**src/rtl/ucie_ctl_rx_flow_ctrl_if.sv**
```systemverilog
// Handshake and status bundle between the RX flow controller and its requester.
// The RX buffer also uses this bundle.
interface ucie_ctl_rx_flow_ctrl_if #(
  parameter int REQ_W = 4,
  parameter int CNT_W = 5
);
  logic [REQ_W-1:0] i_state_request;
  logic             i_wr_valid;
  logic             i_rd_valid;
  logic             o_wr_accept;
  logic             o_buffer_enable;
  logic             o_overflow_detected;
  logic             o_almost_full;
  logic [CNT_W-1:0] o_occupancy;
  logic [7:0]       o_overflow_count;
  logic [1:0]       o_state;

  modport master (
    output i_state_request, i_wr_valid, i_rd_valid,
    input  o_wr_accept, o_buffer_enable, o_overflow_detected, o_almost_full,
    input  o_occupancy, o_overflow_count, o_state
  );

  modport slave (
    input  i_state_request, i_wr_valid, i_rd_valid,
    output o_wr_accept, o_buffer_enable, o_overflow_detected, o_almost_full,
    output o_occupancy, o_overflow_count, o_state
  );
endinterface

```
**src/rtl/ucie_ctl_rx_flow_ctrl.sv**
```systemverilog
// RX flow controller: tracks RX buffer occupancy and gates writes.
// It runs the IDLE/ACTIVE/DRAIN/OVERFLOW control with a timed overflow hold.
module ucie_ctl_rx_flow_ctrl #(
  parameter int DEPTH     = 16,
  parameter int AF_THRESH = 12,
  parameter int OVF_HOLD  = 4,
  parameter int REQ_W     = 4
) (
  input  logic                     i_clk,
  input  logic                     i_rst,
  ucie_ctl_rx_flow_ctrl_if.slave   rx_if
);
  localparam int CNT_W  = $clog2(DEPTH + 1);
  localparam int HOLD_W = $clog2(OVF_HOLD + 1);
  localparam logic [CNT_W-1:0]  DEPTH_C   = CNT_W'(DEPTH);
  localparam logic [CNT_W-1:0]  AF_C      = CNT_W'(AF_THRESH);
  localparam logic [CNT_W-1:0]  OCC_ZERO  = {CNT_W{1'b0}};
  localparam logic [HOLD_W-1:0] HOLD_LOAD = HOLD_W'(OVF_HOLD - 1);
  localparam logic [HOLD_W-1:0] HOLD_ZERO = {HOLD_W{1'b0}};

  typedef enum logic [1:0] {
    ST_IDLE     = 2'd0,
    ST_ACTIVE   = 2'd1,
    ST_DRAIN    = 2'd2,
    ST_OVERFLOW = 2'd3
  } state_e;

  state_e            state_q, state_d;
  logic [CNT_W-1:0]  occ_q, occ_d;
  logic [7:0]        cnt_q, cnt_d;
  logic [HOLD_W-1:0] hold_q, hold_d;
  logic              buf_en_q, buf_en_d;
  logic              ovf_det_q, ovf_det_d;
  logic              af_q, af_d;

  logic [REQ_W-1:0]  req_s;
  logic              req_act_s;
  logic              wr_accept_s;
  logic              rd_eff_s;
  logic              ovf_evt_s;

  assign req_s     = rx_if.i_state_request;
  assign req_act_s = |req_s;

  // Write accept, effective read and overflow event decode from current state.
  always_comb begin
    wr_accept_s = (state_q == ST_ACTIVE) && rx_if.i_wr_valid &&
                  ((occ_q < DEPTH_C) || rx_if.i_rd_valid);
    rd_eff_s    = rx_if.i_rd_valid && (occ_q != OCC_ZERO);
    ovf_evt_s   = (state_q == ST_ACTIVE) && rx_if.i_wr_valid &&
                  (occ_q == DEPTH_C) && !rx_if.i_rd_valid;
  end

  // Next-state computation for occupancy, event count, hold timer and FSM.
  always_comb begin
    occ_d   = occ_q;
    cnt_d   = cnt_q;
    state_d = state_q;
    hold_d  = hold_q;

    if (wr_accept_s && !rd_eff_s) begin
      occ_d = occ_q + CNT_W'(1);
    end else if (!wr_accept_s && rd_eff_s) begin
      occ_d = occ_q - CNT_W'(1);
    end else begin
      occ_d = occ_q;
    end

    if (ovf_evt_s && (cnt_q != 8'hFF)) begin
      cnt_d = cnt_q + 8'd1;
    end else begin
      cnt_d = cnt_q;
    end

    case (state_q)
      ST_IDLE: begin
        if (req_act_s) begin
          state_d = ST_ACTIVE;
        end else begin
          state_d = ST_IDLE;
        end
      end
      ST_ACTIVE: begin
        // Overflow wins over a simultaneous request drop.
        if (ovf_evt_s) begin
          state_d = ST_OVERFLOW;
          hold_d  = HOLD_LOAD;
        end else if (!req_act_s) begin
          if (occ_d != OCC_ZERO) begin
            state_d = ST_DRAIN;
          end else begin
            state_d = ST_IDLE;
          end
        end else begin
          state_d = ST_ACTIVE;
        end
      end
      ST_DRAIN: begin
        if (req_act_s) begin
          state_d = ST_ACTIVE;
        end else if (occ_d == OCC_ZERO) begin
          state_d = ST_IDLE;
        end else begin
          state_d = ST_DRAIN;
        end
      end
      ST_OVERFLOW: begin
        if (hold_q != HOLD_ZERO) begin
          hold_d  = hold_q - HOLD_W'(1);
          state_d = ST_OVERFLOW;
        end else if (req_act_s) begin
          state_d = ST_ACTIVE;
        end else if (occ_q != OCC_ZERO) begin
          state_d = ST_DRAIN;
        end else begin
          state_d = ST_IDLE;
        end
      end
      default: begin
        state_d = ST_IDLE;
        hold_d  = HOLD_ZERO;
      end
    endcase

    buf_en_d  = (state_d == ST_ACTIVE);
    ovf_det_d = (state_d == ST_OVERFLOW);
    af_d      = (occ_d >= AF_C);
  end

  // State and registered-output flops; async reset clears everything at once.
  always_ff @(posedge i_clk or negedge i_rst) begin
    if (!i_rst) begin
      state_q   <= ST_IDLE;
      occ_q     <= OCC_ZERO;
      cnt_q     <= 8'd0;
      hold_q    <= HOLD_ZERO;
      buf_en_q  <= 1'b0;
      ovf_det_q <= 1'b0;
      af_q      <= 1'b0;
    end else begin
      state_q   <= state_d;
      occ_q     <= occ_d;
      cnt_q     <= cnt_d;
      hold_q    <= hold_d;
      buf_en_q  <= buf_en_d;
      ovf_det_q <= ovf_det_d;
      af_q      <= af_d;
    end
  end

  assign rx_if.o_wr_accept         = wr_accept_s;
  assign rx_if.o_buffer_enable     = buf_en_q;
  assign rx_if.o_overflow_detected = ovf_det_q;
  assign rx_if.o_almost_full       = af_q;
  assign rx_if.o_occupancy         = occ_q;
  assign rx_if.o_overflow_count    = cnt_q;
  assign rx_if.o_state             = state_q;

endmodule
```
**src/flat_wrapper.sv**
```systemverilog
// flat-port wrapper written by rule: the top's interface ports become plain ports
module ucie_ctl_rx_flow_ctrl_flat 
#(
  parameter int DEPTH     = 16,
  parameter int AF_THRESH = 12,
  parameter int OVF_HOLD  = 4,
  parameter int REQ_W     = 4
)
  (i_clk, i_rst, rx_if_i_state_request, rx_if_i_wr_valid, rx_if_i_rd_valid, rx_if_o_wr_accept, rx_if_o_buffer_enable, rx_if_o_overflow_detected, rx_if_o_almost_full, rx_if_o_occupancy, rx_if_o_overflow_count, rx_if_o_state);
  ucie_ctl_rx_flow_ctrl_if #(.REQ_W(REQ_W)) rx_if_i ();
  input  logic i_clk;
  input  logic i_rst;
  input wire logic [$bits(rx_if_i.i_state_request)-1:0] rx_if_i_state_request;
  input wire logic [$bits(rx_if_i.i_wr_valid)-1:0] rx_if_i_wr_valid;
  input wire logic [$bits(rx_if_i.i_rd_valid)-1:0] rx_if_i_rd_valid;
  output wire logic [$bits(rx_if_i.o_wr_accept)-1:0] rx_if_o_wr_accept;
  output wire logic [$bits(rx_if_i.o_buffer_enable)-1:0] rx_if_o_buffer_enable;
  output wire logic [$bits(rx_if_i.o_overflow_detected)-1:0] rx_if_o_overflow_detected;
  output wire logic [$bits(rx_if_i.o_almost_full)-1:0] rx_if_o_almost_full;
  output wire logic [$bits(rx_if_i.o_occupancy)-1:0] rx_if_o_occupancy;
  output wire logic [$bits(rx_if_i.o_overflow_count)-1:0] rx_if_o_overflow_count;
  output wire logic [$bits(rx_if_i.o_state)-1:0] rx_if_o_state;
  assign rx_if_i.i_state_request = rx_if_i_state_request;
  assign rx_if_i.i_wr_valid = rx_if_i_wr_valid;
  assign rx_if_i.i_rd_valid = rx_if_i_rd_valid;
  assign rx_if_o_wr_accept = rx_if_i.o_wr_accept;
  assign rx_if_o_buffer_enable = rx_if_i.o_buffer_enable;
  assign rx_if_o_overflow_detected = rx_if_i.o_overflow_detected;
  assign rx_if_o_almost_full = rx_if_i.o_almost_full;
  assign rx_if_o_occupancy = rx_if_i.o_occupancy;
  assign rx_if_o_overflow_count = rx_if_i.o_overflow_count;
  assign rx_if_o_state = rx_if_i.o_state;
  ucie_ctl_rx_flow_ctrl #(.DEPTH(DEPTH), .AF_THRESH(AF_THRESH), .OVF_HOLD(OVF_HOLD), .REQ_W(REQ_W)) u_core (.i_clk(i_clk), .i_rst(i_rst), .rx_if(rx_if_i));
endmodule
```
**config.mk**
```make
export PLATFORM = sky130hd
export DESIGN_NAME = ucie_ctl_rx_flow_ctrl_flat
export DESIGN_NICKNAME = d
export VERILOG_FILES = /design/src/rtl/ucie_ctl_rx_flow_ctrl_if.sv /design/src/rtl/ucie_ctl_rx_flow_ctrl.sv /design/src/flat_wrapper.sv
export SDC_FILE = /design/constraint.sdc
export NUM_CORES = 1
export LEC_CHECK = 0
export BUFFER_PORTS_ARGS = -buffer_cell sky130_fd_sc_hd__buf_2
export CAP_MARGIN = 30
export CORE_ASPECT_RATIO = 1.25
export CORE_UTILIZATION = 55
export CTS_CLUSTER_SIZE = 12
export DETAILED_ROUTE_END_ITERATION = 12
export PLACE_DENSITY = 0.93
export SKIP_CTS_REPAIR_TIMING = 1
export SLEW_MARGIN = 40
export SYNTH_ARGS = -nofsm -noshare
export SYNTH_HDL_FRONTEND = slang
export SYNTH_SLANG_ARGS = --single-unit
```
**constraint.sdc**
```tcl
create_clock -name i_clk -period 5.3 [get_ports i_clk]
set_clock_uncertainty 0.15 [all_clocks]
set_input_delay 0.53 -clock i_clk [delete_from_list [all_inputs] [get_ports i_clk]]
set_output_delay 0.53 -clock i_clk [all_outputs]
set_load 0.01 [all_outputs]
```
Word-level counts from Yosys, hierarchy flattened
Cells that the tools add are included.
- logic and storage cells: 57
- bits in latches: 0
- bits in registers: 21
- memory bits (writable): 0
- memories kept: 0
- bits of input ports: 8
- bits in read-only memories: 0
- output and inout bits: 19
- shift operators: 0
- bitwise gates (word level): 0
- add/subtract/negate cells: 4
- mux-type cells: 15
- magnitude comparators: 2
- div/mod/pow operators: 0
- multipliers: 0
- reductions and logical operators: 20
- equality and inequality tests: 9
- operators with widths (cell ; count):
    $mux W2 ; 8
    $mux W5 ; 2
    $reduce_bool A5 Y1 ; 2
    $add A8 B1 Y8 const B ; 1
    $logic_and A1 B1 Y1 ; 8
    $ne A8 B8 Y1 const B ; 1
    $pmux W2 S4 ; 1
    $eq A2 B2 Y1 const B ; 3
    $mux W3 ; 2
    $pmux W3 S2 ; 1
    $add A5 B1 Y5 const B ; 1
    $eq A5 B5 Y1 const B ; 1
    $ge A5 B4 Y1 const B ; 1
    $logic_not A5 Y1 ; 1
    $lt A5 B5 Y1 const B ; 1
    $sub A5 B1 Y5 const B ; 1
    $eq A2 B1 Y1 const B ; 2
    $ne A2 B1 Y1 const B ; 2
    $reduce_or A4 Y1 ; 1
    $logic_not A1 Y1 ; 3
    $reduce_and A3 Y1 ; 1
    $reduce_bool A3 Y1 ; 1
    $sub A3 B1 Y3 const B ; 1
    $logic_not A2 Y1 ; 1
    other kinds (3) ; 3

Logic depth before layout (Yosys ltp)
- depth in word-level cells: 13
- mapped depth: 8
- gate-level depth less buffers: 7

Worst setup path before layout
OpenSTA, ideal clock, no wires.
- path type: register to register
- from: register u_core.occ_q[1], in the netlist u_core.rx_if.o_occupancy[1]
- to: register u_core.state_q[1], in the netlist u_core.rx_if.o_state[1]
- buffers on the path: 1
- arrival time: 2.252 ns
- library setup time: 0.129 ns
- setup slack: 2.769 ns
- clock period less this slack: 2.531 ns
- cell stages (with the launch flop): 9
- data required time: 5.021 ns
- path through: dfrtp_1 -> clkbuf_1 -> inv_1 -> ha_1 -> or4b_4 -> a21oi_1 -> a2111oi_1 -> or4b_1 -> o41a_1
- longest elaborated chain between the ends: 12
- elaborated cells on any way between the ends: 27
- those cells by class: add/sub (2); order compare (1); eq/ne (1); mux (11); reduce/logical (12)
- ends and longest elaborated chain (item ; RTL line ; source):
    start: declaration ; ucie_ctl_rx_flow_ctrl.sv:29 ; logic [CNT_W-1:0] occ_q, occ_d;
    start signal: assignment ; ucie_ctl_rx_flow_ctrl.sv:134 ; occ_q <= OCC_ZERO;
    start signal: assignment ; ucie_ctl_rx_flow_ctrl.sv:142 ; occ_q <= occ_d;
    $lt A5 B5 Y1 ; ucie_ctl_rx_flow_ctrl.sv:48 ; ((occ_q < DEPTH_C) || rx_if.i_rd_valid);
    $logic_or A1 B1 Y1 ; ucie_ctl_rx_flow_ctrl.sv:48 ;
    $logic_and A1 B1 Y1 ; ucie_ctl_rx_flow_ctrl.sv:47 ; wr_accept_s = (state_q == ST_ACTIVE) && rx_if.i_wr_valid &&
    $logic_not A1 Y1 ; ucie_ctl_rx_flow_ctrl.sv:63 ; end else if (!wr_accept_s && rd_eff_s) begin
    $logic_and A1 B1 Y1 ; ucie_ctl_rx_flow_ctrl.sv:63 ;
    $mux W5 ; ucie_ctl_rx_flow_ctrl.sv:63 ;
    $mux W5 ; ucie_ctl_rx_flow_ctrl.sv:61 ; if (wr_accept_s && !rd_eff_s) begin
    $reduce_bool A5 Y1 ; ucie_ctl_rx_flow_ctrl.sv:89 ; if (occ_d != OCC_ZERO) begin
    $mux W2 ; ucie_ctl_rx_flow_ctrl.sv:89 ;
    $mux W2 ; ucie_ctl_rx_flow_ctrl.sv:88 ; end else if (!req_act_s) begin
    $mux W2 ; ucie_ctl_rx_flow_ctrl.sv:85 ; if (ovf_evt_s) begin
    $pmux W2 S4 (*) ; ucie_ctl_rx_flow_ctrl.sv:75 ; case (state_q)
    via u_core.state_d[1] ; ucie_ctl_rx_flow_ctrl.sv:28 ; state_e state_q, state_d;
    end signal: assignment ; ucie_ctl_rx_flow_ctrl.sv:141 ; state_q <= state_d;
    end: declaration ; ucie_ctl_rx_flow_ctrl.sv:28 ;
Mark *: on every way through the listed nets, which the timed path passes. The rest lies on a longest branch.
A chain may end at the register's enable or synchronous reset.

Worst setup path in the final report
- from: register u_core.occ_q[1], in the netlist u_core.rx_if.o_occupancy[1]
- to: register u_core.state_q[1], in the netlist u_core.rx_if.o_state[1]
- longest elaborated chain between the ends: 12
- elaborated cells on any way between the ends: 27
- those cells by class: add/sub (2); order compare (1); eq/ne (1); mux (11); reduce/logical (12)
- ends and longest elaborated chain (item ; RTL line):
    $lt A5 B5 Y1 ; ucie_ctl_rx_flow_ctrl.sv:48
    $logic_or A1 B1 Y1 ; ucie_ctl_rx_flow_ctrl.sv:48
    $logic_and A1 B1 Y1 ; ucie_ctl_rx_flow_ctrl.sv:47
    $logic_not A1 Y1 ; ucie_ctl_rx_flow_ctrl.sv:63
    $logic_and A1 B1 Y1 ; ucie_ctl_rx_flow_ctrl.sv:63
    $mux W5 ; ucie_ctl_rx_flow_ctrl.sv:63
    $mux W5 (*) ; ucie_ctl_rx_flow_ctrl.sv:61
    via u_core.occ_d[4] ; ucie_ctl_rx_flow_ctrl.sv:29
    $reduce_bool A5 Y1 ; ucie_ctl_rx_flow_ctrl.sv:89
    $mux W2 ; ucie_ctl_rx_flow_ctrl.sv:89
    $mux W2 ; ucie_ctl_rx_flow_ctrl.sv:88
    $mux W2 ; ucie_ctl_rx_flow_ctrl.sv:85
    $pmux W2 S4 (*) ; ucie_ctl_rx_flow_ctrl.sv:75
    via u_core.state_d[1] ; ucie_ctl_rx_flow_ctrl.sv:28
Marks and branches as above.

==> qor.yml <==
status:
  status: "completed"
floorplan:
  die_w_um: 42.0
  dieHeight_um: 52.0
  start_util_pct: 60.1
  dieArea_um2: 2180
  ios: 27
  rows: 17
  core_area_um2: 1830
sta:
  report.final.hold_viol_count: 0
  fmax_mhz: 391
  relSlewSlack_pct: 56.4
  drv_slew: 0
  finalCritPeriodShare_pct: 48.2
  rsz0062_at_grt: "no"
  min_period_ns: 2.56
  setup_viol: 0
  worst_pin_slew_ns: 0.651
  fin_tns_setup_ns: 0
worst_setup_path:
  crit_chain: "inv_1 > ha_1 > nor3b_1 > mux2i_1 > a21oi_1 > or4b_1 > o41a_1"
  r2r-start: "u_core.rx_if.o_occupancy[1]"
  reg2reg_to: "u_core.rx_if.o_state[1]"
  r2r_slack_ns: 2.74
  cp-end-kind: "flip-flop"
  cp.required_ns: 5.34
  crit_slowest_cell: "dfrtp_1"
  path_class: "reg2reg"
  slowest_delay_ns: 0.49
  critical_path.startpoint_type: "flip-flop"
  cp_data_arrival_time_ns: 2.60
  ff2ff_path_depth: 7
  path_max_fanout: 11
cells_and_area:
  multi_input_area_um2: 532
  syn_to_final_growth_pct: 15.8
  drive_above_1_share_pct: 26.7
  stdcell_count: 154
  fillers: 137
  antenna_cells: 0
  fin_nets: 149
  seq_area_um2: 526
place:
  io_buffers: 26
  hpwl_mm: 1.66
  gp_congestion: 0.856
  place_inst: 150
grt:
  grt_pass1_vias: 913
  antenna_found_initial: 0
  grtUsageTotal_pct: 23.1
  grt_first_pass_wirelength_mm: 3.83
  grt_max_degree: 22
  grt_overflow_total: 0
yosys:
  syn_inst: 107
  synth-edff-count: 0
  synth-seq-cells: 21
  yosys_warnings: 0
  syn_avg_cell_area_um2: 10.3
  yosysMostFrequentCell: "dfrtp_1"
  syn_nets: 120
  syn_area_um2: 1100
  seq_area_frac_synth_pct: 47.8
  synth_commonest_cells: "21 x dfrtp_1, 9 x inv_1, 9 x xnor2_1"
  synth.top_cell.area_share_pct: 47.8
  synth.distinct_cells: 33
  synth.area.top_cells: "dfrtp_1 48%, xnor2_1 7.2%, ha_1 5.7%"
  yosysTopAreaCell: "dfrtp_1"
  synth-async-reset-ratio_pct: 100
  ys.flop_type: "dfrtp_1"
route:
  drtAntennaViolNets: 0
  first_iter_violations: 33
  vias: 920
  post_drt_via_cell_ratio: 5.97
  drc: 0
  routed_wl_mm: 2.21
  first_pass_iters: 4
  wire_per_inst_um: 14.4
clocking:
  clk_path_buf_depth: 2
  clkLatencyLatePin_ns: 0.30
  numCtsBuffers: 3
  h-tree-depth: 1
  cts_tree: "built"
  clockRootBuffer: "clkbuf_4"
  cts.clk_slew.worst_paths_ns: 0.11
  cts_sinks: 21
pwr:
  ir_drop_v: 0.000282
  p_leak_nw: 0.674
  power_frac_seq_pct: 43.8
  power.share.switching_pct: 39.7
  pwr-share-clk_pct: 13.5
  power_switching_mw: 0.225
  internal_power_mw: 0.342
  power_density_nw_per_um2: 446
  p_comb_share_pct: 42.7
flow_run:
  maxCapViolations: 0
min_path:
  worst_hold_path_type: "in2async"
==> cell usage in the layout (no fill, tap or decap), types with 2 or more instances in the layout <==
cell type  Yosys  final
nand4_1        4      4
and3_1         4      4
xor2_1         2      2
ha_1           5      5
inv_1          9      9
buf_2          0     26
nand3_1        2      2
or2_2          3      3
a22oi_1        3      3
nor3_1         2      2
dfrtp_1       21     21
clkbuf_4       0      3
a21oi_1        6      6
nor2_1         6      6
nand2_1        5      5
xnor2_1        9      9
o21ai_0        6      6
a211oi_1       2      2
==> how the worst max path moves through the flow <==
stage | from | to | cells after the start
final | u_core.rx_if.o_occupancy[1] | u_core.rx_if.o_state[1] | 7
after global routing | u_core.rx_if.o_occupancy[1] | u_core.rx_if.o_state[1] | 7
after CTS | u_core.rx_if.o_occupancy[1] | u_core.rx_if.o_state[1] | 7
after detailed placement | u_core.rx_if.o_occupancy[1] | u_core.rx_if.o_state[1] | 7
after global placement | u_core.rx_if.o_occupancy[1] | u_core.rx_if.o_state[1] | 7
after floorplan | u_core.rx_if.o_occupancy[1] | u_core.rx_if.o_state[1] | 8
==> registers in the layout (all words and copies together) (netlist names) <==
name and flops:
u_core.rx_if.o_occupancy 5, u_core.rx_if.o_overflow_detected 1, u_core.rx_if.o_state 2, u_core.hold_q 3, u_core.rx_if.o_overflow_count 8, u_core.rx_if.o_almost_full 1
u_core.rx_if.o_buffer_enable 1
==> critical path: cells and delay by family (launching register included) <==
kind | cells | cell delay, ns
and+or+nand+nor | 2 | 0.89
DFF | 1 | 0.49
AOI/OAI and AO/OA | 2 | 0.42
muxes | 1 | 0.24
adders and majority gates | 1 | 0.16
buffers and inverters | 1 | 0.09
==> cell families after synthesis <==
kind of cell	Yosys count	synth area share (%)
simple gates	35	19.1
compound gates	22	12.9
flops	21	47.8
xor+xnor	11	8.77
buf+inv	11	3.76
fa+ha+maj	5	5.69
mux	2	1.94
==> power groups by stage <==
stage	clock (mW)	sequential (mW)	combinational [mW]
3_3_place_gp	0	0.248	0.231
3_5_place_dp	0	0.251	0.240
6_report	0.0767	0.248	0.242
4_1_cts	0.0787	0.248	0.241
5_1_grt	0.0830	0.257	0.268
2_1_floorplan	0	0.254	0.162
==> stage by stage <==
step           hold slack [ns]  setup WS (ns)  area [µm²]  power, mW  utilization, %
2_1_floorplan           0.0844           2.77        1100      0.416               -
3_3_place_gp             0.310           2.84        1240      0.479            68.1
3_5_place_dp             0.330           2.74        1240      0.491            68.1
4_1_cts                 0.0178           2.74        1270      0.568            69.6
5_1_grt                 0.0399           2.54        1270      0.607            69.6
6_report               0.00186           2.74        1270      0.567            69.6
==> routing by layer <==
layer | routed length (µm) | GRT usage [%]
met5 | 0 | 0
met4 | 29 | 10.2
met3 | 92 | 2.08
met2 | 1200 | 43.5
met1 | 894 | 26.4
==> final cells by class <==
class	instances	area share (%)
tap	19	1.87
multi-input combinational	75	41.8
timing repair buffer	26	10.2
clock inverter	1	0.393
clock buffer	3	1.77
sequential	21	41.3
inverter	9	2.65
Power figures use the tool's default switching activity.
